## src/rtl/prog_loader_pkg.sv

```systemverilog
// Shared types and field positions for the program loader.
// Optional checksum stage is enabled by PROG_LOADER_CHECKSUM_EN.
package prog_loader_pkg;

    localparam int WORD_W  = 17;
    localparam int ADDR_W  = 3;
    localparam int BYTE_W  = 8;

    localparam int B16_POS = 16;
    localparam int HI_LSB  = 8;
    localparam int LO_LSB  = 0;

    typedef enum logic [2:0] {
        IDLE,
        RX_B0,
        RX_B1,
        RX_B2,
        WRITE,
        CHECK,
        RUN
    } state_t;

    function automatic logic [WORD_W-1:0] pack_word(
        input logic              b0_lsb,
        input logic [BYTE_W-1:0] b1,
        input logic [BYTE_W-1:0] b2
    );
        logic [WORD_W-1:0] w;
        w                   = '0;
        w[B16_POS]          = b0_lsb;
        w[HI_LSB +: BYTE_W] = b1;
        w[LO_LSB +: BYTE_W] = b2;
        return w;
    endfunction

endpackage

```

## src/rtl/prog_loader_word_asm.sv

```systemverilog
// Byte-to-word assembly and running XOR of data bytes (PROG_LOADER_CHECKSUM_EN).
// The word output merges the two latched bytes with the live third byte.
module loader_word_asm
    import prog_loader_pkg::*;
(
    input  logic              clk,
    input  logic              rst,
    input  logic              clr,
    input  logic              ld,
    input  logic [1:0]        idx,
    input  logic [BYTE_W-1:0] byte_in,
`ifdef PROG_LOADER_CHECKSUM_EN
    output logic [BYTE_W-1:0] csum,
`endif
    output logic [WORD_W-1:0] word
);

    logic              b0_lsb;
    logic [BYTE_W-1:0] b1;

    always_ff @(posedge clk or posedge rst) begin
        if (rst) begin
            b0_lsb <= 1'b0;
            b1     <= '0;
        end else if (clr) begin
            b0_lsb <= 1'b0;
            b1     <= '0;
        end else if (ld) begin
            if (idx == 2'd0) b0_lsb <= byte_in[0];
            if (idx == 2'd1) b1     <= byte_in;
        end
    end

`ifdef PROG_LOADER_CHECKSUM_EN
    always_ff @(posedge clk or posedge rst) begin
        if (rst)      csum <= '0;
        else if (clr) csum <= '0;
        else if (ld)  csum <= csum ^ byte_in;
    end
`endif

    assign word = pack_word(b0_lsb, b1, byte_in);

endmodule

```

## src/rtl/prog_loader.sv

```systemverilog
// Loads WORDS 17-bit words from a byte stream into the CPU instruction RAM, then raises pc_en.
// Define PROG_LOADER_CHECKSUM_EN to require a trailing XOR checksum byte before RUN.
//
// state | meaning
// IDLE  | waiting for start; CPU held off
// RX_B0 | waiting for byte0 (bit 16 in its LSB)
// RX_B1 | waiting for byte1 (bits 15:8)
// RX_B2 | waiting for byte2 (bits 7:0)
// WRITE | single-cycle RAM write of the assembled word
// CHECK | waiting for the checksum byte
// RUN   | CPU released
module prog_loader
    import prog_loader_pkg::*;
#(
    parameter int WORDS = 7
) (
    input  logic              clk,
    input  logic              rst,
    input  logic              start,
    input  logic              in_valid,
    input  logic [BYTE_W-1:0] in_data,
    output logic              in_ready,
    output logic [ADDR_W-1:0] wr,
    output logic [WORD_W-1:0] wrd,
    output logic              we,
    output logic              pc_en,
    output logic              busy,
    output logic              err
);

    state_t            state, nxt;
    logic [ADDR_W-1:0] addr;
    logic              acc;
    logic              last;
    logic              data_ld;
    logic [1:0]        byte_idx;
    logic [WORD_W-1:0] asm_word;

    assign acc      = in_valid & in_ready;
    assign last     = (addr == ADDR_W'(WORDS - 1));
    assign data_ld  = acc && (state inside {RX_B0, RX_B1, RX_B2});
    assign byte_idx = (state == RX_B0) ? 2'd0 : (state == RX_B1) ? 2'd1 : 2'd2;

`ifdef PROG_LOADER_CHECKSUM_EN
    logic [BYTE_W-1:0] csum;
    logic              csum_ok;
    localparam state_t LAST_NEXT = CHECK;
    assign csum_ok = (in_data == csum);
`else
    localparam state_t LAST_NEXT = RUN;
`endif

    loader_word_asm u_asm (
        .clk     (clk),
        .rst     (rst),
        .clr     (start),
        .ld      (data_ld),
        .idx     (byte_idx),
        .byte_in (in_data),
`ifdef PROG_LOADER_CHECKSUM_EN
        .csum    (csum),
`endif
        .word    (asm_word)
    );

    // start wins from every state; a WRITE in flight still finishes because we is already registered
    always_comb begin
        nxt = state;
        if (start) begin
            nxt = RX_B0;
        end else begin
            case (state)
                RX_B0: if (acc) nxt = RX_B1;
                RX_B1: if (acc) nxt = RX_B2;
                RX_B2: if (acc) nxt = WRITE;
                WRITE: nxt = last ? LAST_NEXT : RX_B0;
`ifdef PROG_LOADER_CHECKSUM_EN
                CHECK: if (acc) nxt = csum_ok ? RUN : IDLE;
`endif
                default: nxt = state;
            endcase
        end
    end

    // outputs are registered from the next state so they line up with the state they describe
    always_ff @(posedge clk or posedge rst) begin
        if (rst) begin
            state    <= IDLE;
            addr     <= '0;
            in_ready <= 1'b0;
            wr       <= '0;
            wrd      <= '0;
            we       <= 1'b0;
            pc_en    <= 1'b0;
            busy     <= 1'b0;
        end else begin
            state    <= nxt;
            in_ready <= (nxt inside {RX_B0, RX_B1, RX_B2, CHECK});
            busy     <= (nxt != IDLE) && (nxt != RUN);
            pc_en    <= (nxt == RUN);
            we       <= (nxt == WRITE);
            if (nxt == WRITE) begin
                wr  <= addr;
                wrd <= asm_word;
            end
            if (start)
                addr <= '0;
            else if (state == WRITE && !last)
                addr <= addr + 1'b1;
        end
    end

`ifdef PROG_LOADER_CHECKSUM_EN
    always_ff @(posedge clk or posedge rst) begin
        if (rst)
            err <= 1'b0;
        else if (start)
            err <= 1'b0;
        else if (state == CHECK && acc && !csum_ok)
            err <= 1'b1;
    end
`else
    assign err = 1'b0;
`endif

endmodule

```

## config.mk

```make
export PLATFORM = sky130hd
export DESIGN_NAME = prog_loader
export DESIGN_NICKNAME = d
export VERILOG_FILES = /design/src/rtl/prog_loader_pkg.sv /design/src/rtl/prog_loader_word_asm.sv /design/src/rtl/prog_loader.sv
export SDC_FILE = /design/constraint.sdc
export NUM_CORES = 1
export LEC_CHECK = 0
export BUFFER_PORTS_ARGS = -buffer_cell sky130_fd_sc_hd__buf_2
export CAP_MARGIN = 10
export CORE_ASPECT_RATIO = 1.4
export CORE_MARGIN = 10
export CORE_UTILIZATION = 40
export CTS_BUF_LIST = sky130_fd_sc_hd__clkbuf_8
export CTS_CLUSTER_DIAMETER = 80
export DETAILED_ROUTE_END_ITERATION = 12
export GPL_ROUTABILITY_DRIVEN = 0
export PLACE_DENSITY = 0.73
export SLEW_MARGIN = 20
export SYNTH_ARGS = -nofsm -noshare
export SYNTH_HDL_FRONTEND = slang
export SYNTH_SLANG_ARGS = --single-unit
export TNS_END_PERCENT = 20
```

## constraint.sdc

```tcl
create_clock -name clk -period 3.3 [get_ports clk]
set_input_delay 0.66 -clock clk [delete_from_list [all_inputs] [get_ports clk]]
set_output_delay 0.66 -clock clk [all_outputs]
set_load 0.01 [all_outputs]
```

==> results of run 1 <==
-- cell type report --
type                            instances  area (sq um)  area share
Multi-Input combinational cell         83           678       0.332
Inverter                                5          18.8     0.00918
Tap cell                               45          56.3      0.0275
Clock inverter                          3          63.8      0.0312
Clock buffer                            5          68.8      0.0337
Sequential cell                        39           976       0.477
Timing Repair Buffer                   36           183      0.0894
-- stage by stage --
step	area, sq um	power, W	cells
3_5_place_dp	1910	0.000840	208
2_1_floorplan	1720	0.000741	136
3_3_place_gp	1910	0.000829	208
4_1_cts	2040	0.00130	216
5_1_grt	2040	0.00136	216
6_report	2040	0.00128	216
-- worst max-delay path by stage --
| stage | startpoint | to | slack [ns] | cells after the start |
|---|---|---|---|---|
| after CTS | start | wrd[14] | 1.14 | 4 |
| after global placement | start | wr[1] | 0.91 | 4 |
| final | start | wrd[5] | 1.16 | 4 |
| after floorplan | start | wr[0] | 1.54 | 4 |
| after detailed placement | start | wrd[14] | 0.82 | 4 |
| after global routing | start | wrd[5] | 1.00 | 4 |
-- state kept, by name (all words and copies together), names as in the netlist --
name and cells:
in_ready 1, busy 1, we 1, u_asm.b0_lsb 1
wr 3, addr 3, state 3, wrd 17
u_asm.b1 8, pc_en 1
-- kinds of logic (layout without fill, tap and decap cells) --
group | after synthesis | in the layout | share of synthesized area
compound gates | 10 | 10 | 0.0409
fa+ha+maj | 2 | 2 | 0.0146
buf+inv | 14 | 49 | 0.0387
flops | 39 | 39 | 0.569
mux | 32 | 32 | 0.203
other cells | 1 | 1 | 0.00219
simple gates | 38 | 38 | 0.132
-- power groups by stage --
stage	clock network (W)	logic (W)	registers, W
after floorplan	0	0.000120	0.000622
after detailed placement	0	0.000238	0.000602
after CTS	0.000472	0.000239	0.000593
final	0.000461	0.000232	0.000592
after global placement	0	0.000230	0.000599
after global routing	0.000498	0.000258	0.000604
-- cells in the mapped netlist (4+ instances only) --
cell      count  area share
a21oi_1       4       0.012
clkbuf_1      5       0.011
dfrtp_1      39        0.57
inv_1         5       0.011
mux2_2       21        0.14
mux2i_1      10       0.058
nand2b_1     18       0.066
nor2_1        5       0.011
-- routing by layer --
layer,GRT usage,up-vias
met5,0,-
met4,0.0387,0
met3,0.0429,5
met2,0.169,24
met1,0.113,541
li1,-,537
-- worst max-delay path, stage by stage --
cell and delay [ns]:
buf_2 0.33, nand2b_1 0.21, or3_1 0.69, mux2_2 0.42
==> metrics.txt, run 1 <==
status complete, no violations; Tightest Hold Check Type in -> async; PortBufs 35; H-tree levels 2; setup TNS 0 ns; Clock Path Buffers 2; vias in the first global route 1,233; grt ovf 0; core area 0.00420 sq mm; placement row count 28; DRC Markers 0; Worst R2R End wr[0]; clk sink count 39; Clk Tree Root Cell clkbuf_8; Antenna diodes 0; final net count 184; period utilisation layout 0.648; ys flop type dfrtp_1; Synth Net Count 150; Max Cap Violations 0; Yosys cell types 31; synth warn 0; commonest cells after routing, fill and taps aside 39 x dfrtp_1, 35 x buf_2, 21 x mux2_2, 18 x nand2b_1, 10 x mux2i_1; Final Skew 0.00887 ns; Mapped Cells 136; clock network power share 0.359; Sw Share 0.250; Die Y 97.5 microns; setup violators final 0; global-route wire length before repair 5950 microns; io pins 37; die footprint 0.00735 sq mm; Vias per Instance 5.13; clock-pin slew on the worst setup and hold paths 0.08 ns; WS Path Type in -> reg; RR Startpoint state[0]; CTS Buf Count 5; metal2 WL 1810 microns; final WL 3390 microns; Gate power share 0.180; internal power 0.000963 W; asr flop ratio synth 1.00; initial core utilization 0.408; final worst slack 1.16 ns; postcts setup bufs 0; worst-path maximum fanout 29; first-pass iteration count of the detailed router 4; peak supply drop 0.000312 V; Hold Violations, Final 0; #FFs+latches synth 39; Max Used Layer met4; critical path arrival 2.31 ns; share of power burned in registers 0.461; CTS Hold Buffers Added 0; Slew @ Worst Pin 0.863 ns; Avg Cell Area, Syn 12.6 sq um; ANT nets after route 0; RSZ-0062 raised after global routing false; fmax 468 MHz; area grow syn2layout 19.2%; largest net degree at the start of global routing 40; DR WL/cell 15.7 microns; Min Hold Slack 0.477 ns; Total Routing Usage GR 0.103; Critical Path Sink Type register; initial antenna violation count 0; CTS tree done; crit path time final 2.14 ns; DR iter-0 viols 54; number of flops mapped to enable cells by yosys 0; clock latency on the worst-skew pair 0.29 ns; hpwl dp 2470 microns; die width 75.3 microns; WP data required 3.47 ns; commonest non-fill, non-tap cell in the layout dfrtp_1; wl on met1 1310 microns; max-slew violation count 0; R2R cell count 3; fill count 381; Gates resized, CTS repair 0; Util after Layout 0.486; Net Switching 0.000321 W; static leakage 1.02 nW; max_slew headroom 0.425; dpl ws 0.820 ns; layout cells sized above 1 0.386; R2R Setup Slk 1.26 ns; Syn Std Cell Area 0.00172 sq mm; PD cells 628 mW/mm^2; met3 wire len 214 microns; sequential fraction of the synthesis area 0.569; DR vias 1,107; crit start category primary input
Power figures use the tool's default switching activity.
==> run 2, diff against run 1 <==
ABC_AREA = 1   (was not set)
PLACE_DENSITY = 0.72   (was 0.73)
clock period = 2.2 ns   (was 3.3 ns; I/O delays follow)
==> metrics.txt, run 2 <==
commonest cells after routing, fill and taps aside 57 x nand2_1, 39 x dfrtp_1, 35 x buf_2, 21 x nand4_1, 18 x inv_1; Hold Violations, Final 0; crit start category register; clock latency on the worst-skew pair 0.29 ns; internal power 0.00139 W; core area 0.00450 sq mm; period utilisation layout 0.844; PortBufs 35; Antenna diodes 0; Vias per Instance 4.76; share of power burned in registers 0.419; critical-path cell list inv_1, ha_1, nand2_1, inv_1, nand3_1, nand2_1, inv_1, nand2_1, nand2_4, nand3_4, nand2_1, nand2_1; layout cells sized above 1 0.261; total power 0.00220 W; fmax 538 MHz; ANT nets after route 0; Avg Cell Area, Syn 9.03 sq um; DR iter-0 viols 91; placement row count 29; Net Switching 0.000813 W; postcts setup bufs 0; CTS tree done; RSZ-0062 raised after global routing false; Min Hold Slack 0.240 ns; peak supply drop 0.000370 V; hpwl dp 2940 microns; asr flop ratio synth 1.00; R2R Setup Slk 0.34 ns; CP most frequent cell nand2_1; critical path arrival 2.04 ns; clock network power share 0.268; final net count 251; crit path time final 1.86 ns; vias in the first global route 1,472; CP max stage delay 0.37 ns; Final Skew 0.00666 ns; die width 77.2 microns; max reg flops 17; Gate power share 0.313; RR Startpoint addr[0]; largest area contributor in the netlist dfrtp_1; placed inst area 0.00202 sq mm; setup TNS 0 ns; Total Routing Usage GR 0.104; CTS Hold Buffers Added 0; PD cells 1030 mW/mm^2; worst-path maximum fanout 26; Max Cap Violations 0; post-route cell area 0.00213 sq mm; Die Y 100 microns; DRC Markers 0; die footprint 0.00773 sq mm; setup violators final 0; sequential fraction of the synthesis area 0.532; Worst Setup SP addr[0]; biggest regs wrd x17, u_asm.b1 x8; final WL 3900 microns; DR WL/cell 13.0 microns; number of flops mapped to enable cells by yosys 0; most instantiated library cell after synthesis nand2_1; initial core utilization 0.407; synth cell count leaders 57 x nand2_1, 39 x dfrtp_1, 21 x nand4_1, 18 x inv_1, 14 x nand3_1; largest net degree at the start of global routing 40; Synth Net Count 217; global-route wire length before repair 6700 microns; top cells by area, synth dfrtp_1 53%, nand2_1 12%, nand4_1 7.2%; Clock Path Buffers 2; post-synth top area share 0.532; static leakage 1.21 nW; initial antenna violation count 0; area grow syn2layout 16.5%; status complete, no violations; H-tree levels 2; clk sink count 39; CTS Buf Count 5; ys flop type dfrtp_1; Gates resized, CTS repair 0; io pins 37; synth warn 0; largest register by flop count wrd; first-pass iteration count of the detailed router 4; #FFs+latches synth 39; Syn Std Cell Area 0.00183 sq mm; max-slew violation count 0; grt ovf 0; Critical Path Sink Type register; WP data required 2.38 ns; R2R cell count 12; Tightest Hold Check Type in -> async; Mapped Cells 203; Clk Tree Root Cell clkbuf_8; Worst R2R End wr[1]; DR vias 1,429; Critical path destination wr[1]; commonest non-fill, non-tap cell in the layout nand2_1; clock-pin slew on the worst setup and hold paths 0.08 ns; Sw Share 0.370; WS Path Type reg -> reg; Yosys cell types 25; CP max-delay cell dfrtp_1
[run 2: cell types whose count changed after synthesis, moves of 10 or more]
cell      before  now
mux2i_1       10    0
nand3_1        2   14
nand2b_1      18    0
o21ai_0        0   11
inv_1          5   18
nand2_1        1   57
mux2_2        21    0
nand4_1        0   21
[run 2: routing by layer]
layer | global-route usage | part of all wire | vias to the layer above | wire (microns)
met5 | 0 | 0 | - | 0
met4 | 0.0465 | 0.020 | 0 | 79
met3 | 0.0295 | 0.054 | 6 | 209
met2 | 0.194 | 0.55 | 22 | 2140
met1 | 0.103 | 0.38 | 668 | 1470
li1 | - | - | 733 | -
[run 2: cell type report]
cell class                 instances  area (sq um)
sequential                        39           976
inverter                          22          82.6
tap                               62          77.6
fill                             474          2360
clock buffer                       5          68.8
clock inverter                     3          43.8
timing repair buffer              39           205
multi-input combinational        130           681
[run 2: worst min-delay path by stage]
stage                    to  slack [ns]  cells after the start
detailed placement   wrd[3]        0.45                      2
global placement    wrd[13]        0.45                      2
floorplan           addr[2]        0.46                      1
CTS                      we        0.26                      3
finish                   we        0.24                      3
global route             we        0.29                      3
[run 2: worst max-delay path, delay by kind of cell (launching register included)]
family | cells | cell delay, ns
fa+ha+maj | 1 | 0.19
buf+inv | 3 | 0.16
flops | 1 | 0.37
simple gates | 8 | 1.02
[run 2: cells by family (layout without fill, tap and decap cells)]
family          count (synthesis)  count (layout)  share of synthesized area
fa+ha+maj                       2               2                     0.0136
simple gates                  108             108                      0.301
buf+inv                        34              69                     0.0962
other cells                     1               1                    0.00205
flops                          39              39                      0.532
compound gates                 19              19                     0.0546
[run 2: per-stage QoR]
stage / setup WS, ns / std cells / utilization
floorplan: 0.735 / 203 / -
global placement: 0.387 / 292 / 0.449
detailed placement: 0.287 / 292 / 0.449
CTS: 0.328 / 300 / 0.474
global route: 0.115 / 300 / 0.474
finish: 0.342 / 300 / 0.474
[run 2: power by group through the flow]
stage / Clock, W / Combinational, W / Sequential [W]
5_1_grt: 0.000633 / 0.000772 / 0.000940
3_3_place_gp: 0 / 0.000677 / 0.000932
2_1_floorplan: 0 / 0.000526 / 0.000946
6_report: 0.000590 / 0.000687 / 0.000922
4_1_cts: 0.000607 / 0.000698 / 0.000922
3_5_place_dp: 0 / 0.000697 / 0.000936
==> run 3, diff against run 2 <==
PLACE_DENSITY = 0.75   (was 0.72)
clock period = 1.5 ns   (was 2.2 ns; I/O delays follow)
==> metrics.txt, run 3 (synthesis gave the netlist of run 2 again) <==
status complete, but fails checks; failing checks setup timing; Sw Share 0.364; die width 77.2 microns; biggest regs wrd x17, u_asm.b1 x8; initial core utilization 0.407; WS Path Type reg -> reg; Gate power share 0.393; clock network power share 0.260; Final Skew 0.00531 ns; largest net degree at the start of global routing 40; Total Routing Usage GR 0.118; max reg flops 17; ANT nets after route 0; WP data required 1.73 ns; area taken by multi-input logic gates 795 sq um; DR WL/cell 15.0 microns; Clk Tree Root Cell clkbuf_8; final WL 4940 microns; commonest cells after routing, fill and taps aside 52 x nand2_1, 36 x dfrtp_1, 35 x buf_2, 23 x buf_4, 21 x nand4_1; initial antenna violation count 0; PortBufs 35; die footprint 0.00773 sq mm; setup violators final 21; Hold Violations, Final 0; placed inst area 0.00213 sq mm; Die Y 100 microns; static leakage 1.37 nW; peak supply drop 0.000577 V; commonest non-fill, non-tap cell in the layout nand2_1; final worst slack -0.0518 ns; max-slew violation count 0; CTS tree done; Vias per Instance 4.96; share of power burned in registers 0.347; CTS Buf Count 5; DR iter-0 viols 202; largest register by flop count wrd; Clock Path Buffers 2; crit start category register; post-route cell area 0.00252 sq mm; clk sink count 39; Max Cap Violations 0; io pins 37; final net count 280; vias in the first global route 1,623; Critical Path Sink Type register; internal power 0.00252 W; DRC Markers 0; DR vias 1,632; grt ovf 0; CTS Hold Buffers Added 0; crit path time final 1.55 ns; PD cells 1570 mW/mm^2; area grow syn2layout 37.7%; clock latency on the worst-skew pair 0.29 ns; clock-pin slew on the worst setup and hold paths 0.08 ns; global-route wire length before repair 7400 microns; worst-path maximum fanout 10; RSZ-0062 raised after global routing true; H-tree levels 2; placement row count 29; period utilisation layout 1.03; Antenna diodes 0; layout cells sized above 1 0.404; core area 0.00450 sq mm; fill count 415; Tightest Hold Check Type in -> async; first-pass iteration count of the detailed router 4; hpwl dp 2960 microns; critical path arrival 1.78 ns; R2R Setup Slk -0.05 ns; Util after Layout 0.561; FF+latch area 980 sq um; fmax 644 MHz; Net Switching 0.00144 W
[run 3: through the flow]
stage	setup TNS (ns)	total power, W	worst slack (ns)	hold WS (ns)	std cells
after global routing	-2.65	0.00417	-0.149	0.149	329
final	-0.409	0.00396	-0.0518	0.104	329
after global placement	-0.545	0.00248	-0.0378	0.433	306
after CTS	-0.0454	0.00382	-0.0147	0.121	322
after detailed placement	-1.45	0.00250	-0.0893	0.437	306
after floorplan	0	0.00216	0.0348	0.397	203
[run 3: cell type report]
cell class	instances	share of cell area
Clock buffer	5	0.0273
Clock inverter	3	0.0253
Inverter	22	0.0347
Multi-Input combinational cell	133	0.315
Sequential cell	39	0.388
Tap cell	62	0.0307
Timing Repair Buffer	65	0.179
[run 3: layer usage]
metal	global-route usage	up-vias	part of all wire
met5	0	-	0
met4	0.0620	0	0.021
met3	0.0331	7	0.054
met2	0.218	45	0.56
met1	0.116	783	0.36
li1	-	797	-
[run 3: worst max-delay path, stage by stage (launching register included)]
cell	delay (ns)
dfrtp_2	0.47
buf_4	0.15
nand3_1	0.08
nor2_2	0.05
nor2_1	0.15
nand2_2	0.12
nand2_8	0.12
buf_6	0.15
nand4_1	0.11
nand2_1	0.09
[run 3: worst paths after layout]
check,startpoint,endpoint,depth (start not counted)
worst min-delay path,rst,wrd[14],3
worst max-delay path,state[0],wr[1],9
max in group asynchronous,rst,state[0],3
worst max register to register,state[0],wr[1],9
min in group clk,start,addr[1],2
worst min register to register,wrd[6],wrd[6],2
[run 3: power by group through the flow]
stage / sequential (W) / clock (W) / combinational (W)
after floorplan: 0.00139 / 0 / 0.000771
after global placement: 0.00137 / 0 / 0.00111
after detailed placement: 0.00137 / 0 / 0.00113
after CTS: 0.00137 / 0.00104 / 0.00141
after global routing: 0.00139 / 0.00109 / 0.00169
final: 0.00137 / 0.00103 / 0.00156
[run 3: repair_timing]
| action | CTS | global route |
|---|---|---|
| gates resized for setup | 25 | 10 |
| pin swaps | 8 | 16 |
| gates cloned | 3 | 1 |
| setup endpoints to repair | 22 | 26 |
| buffers inserted | 5 | 6 |
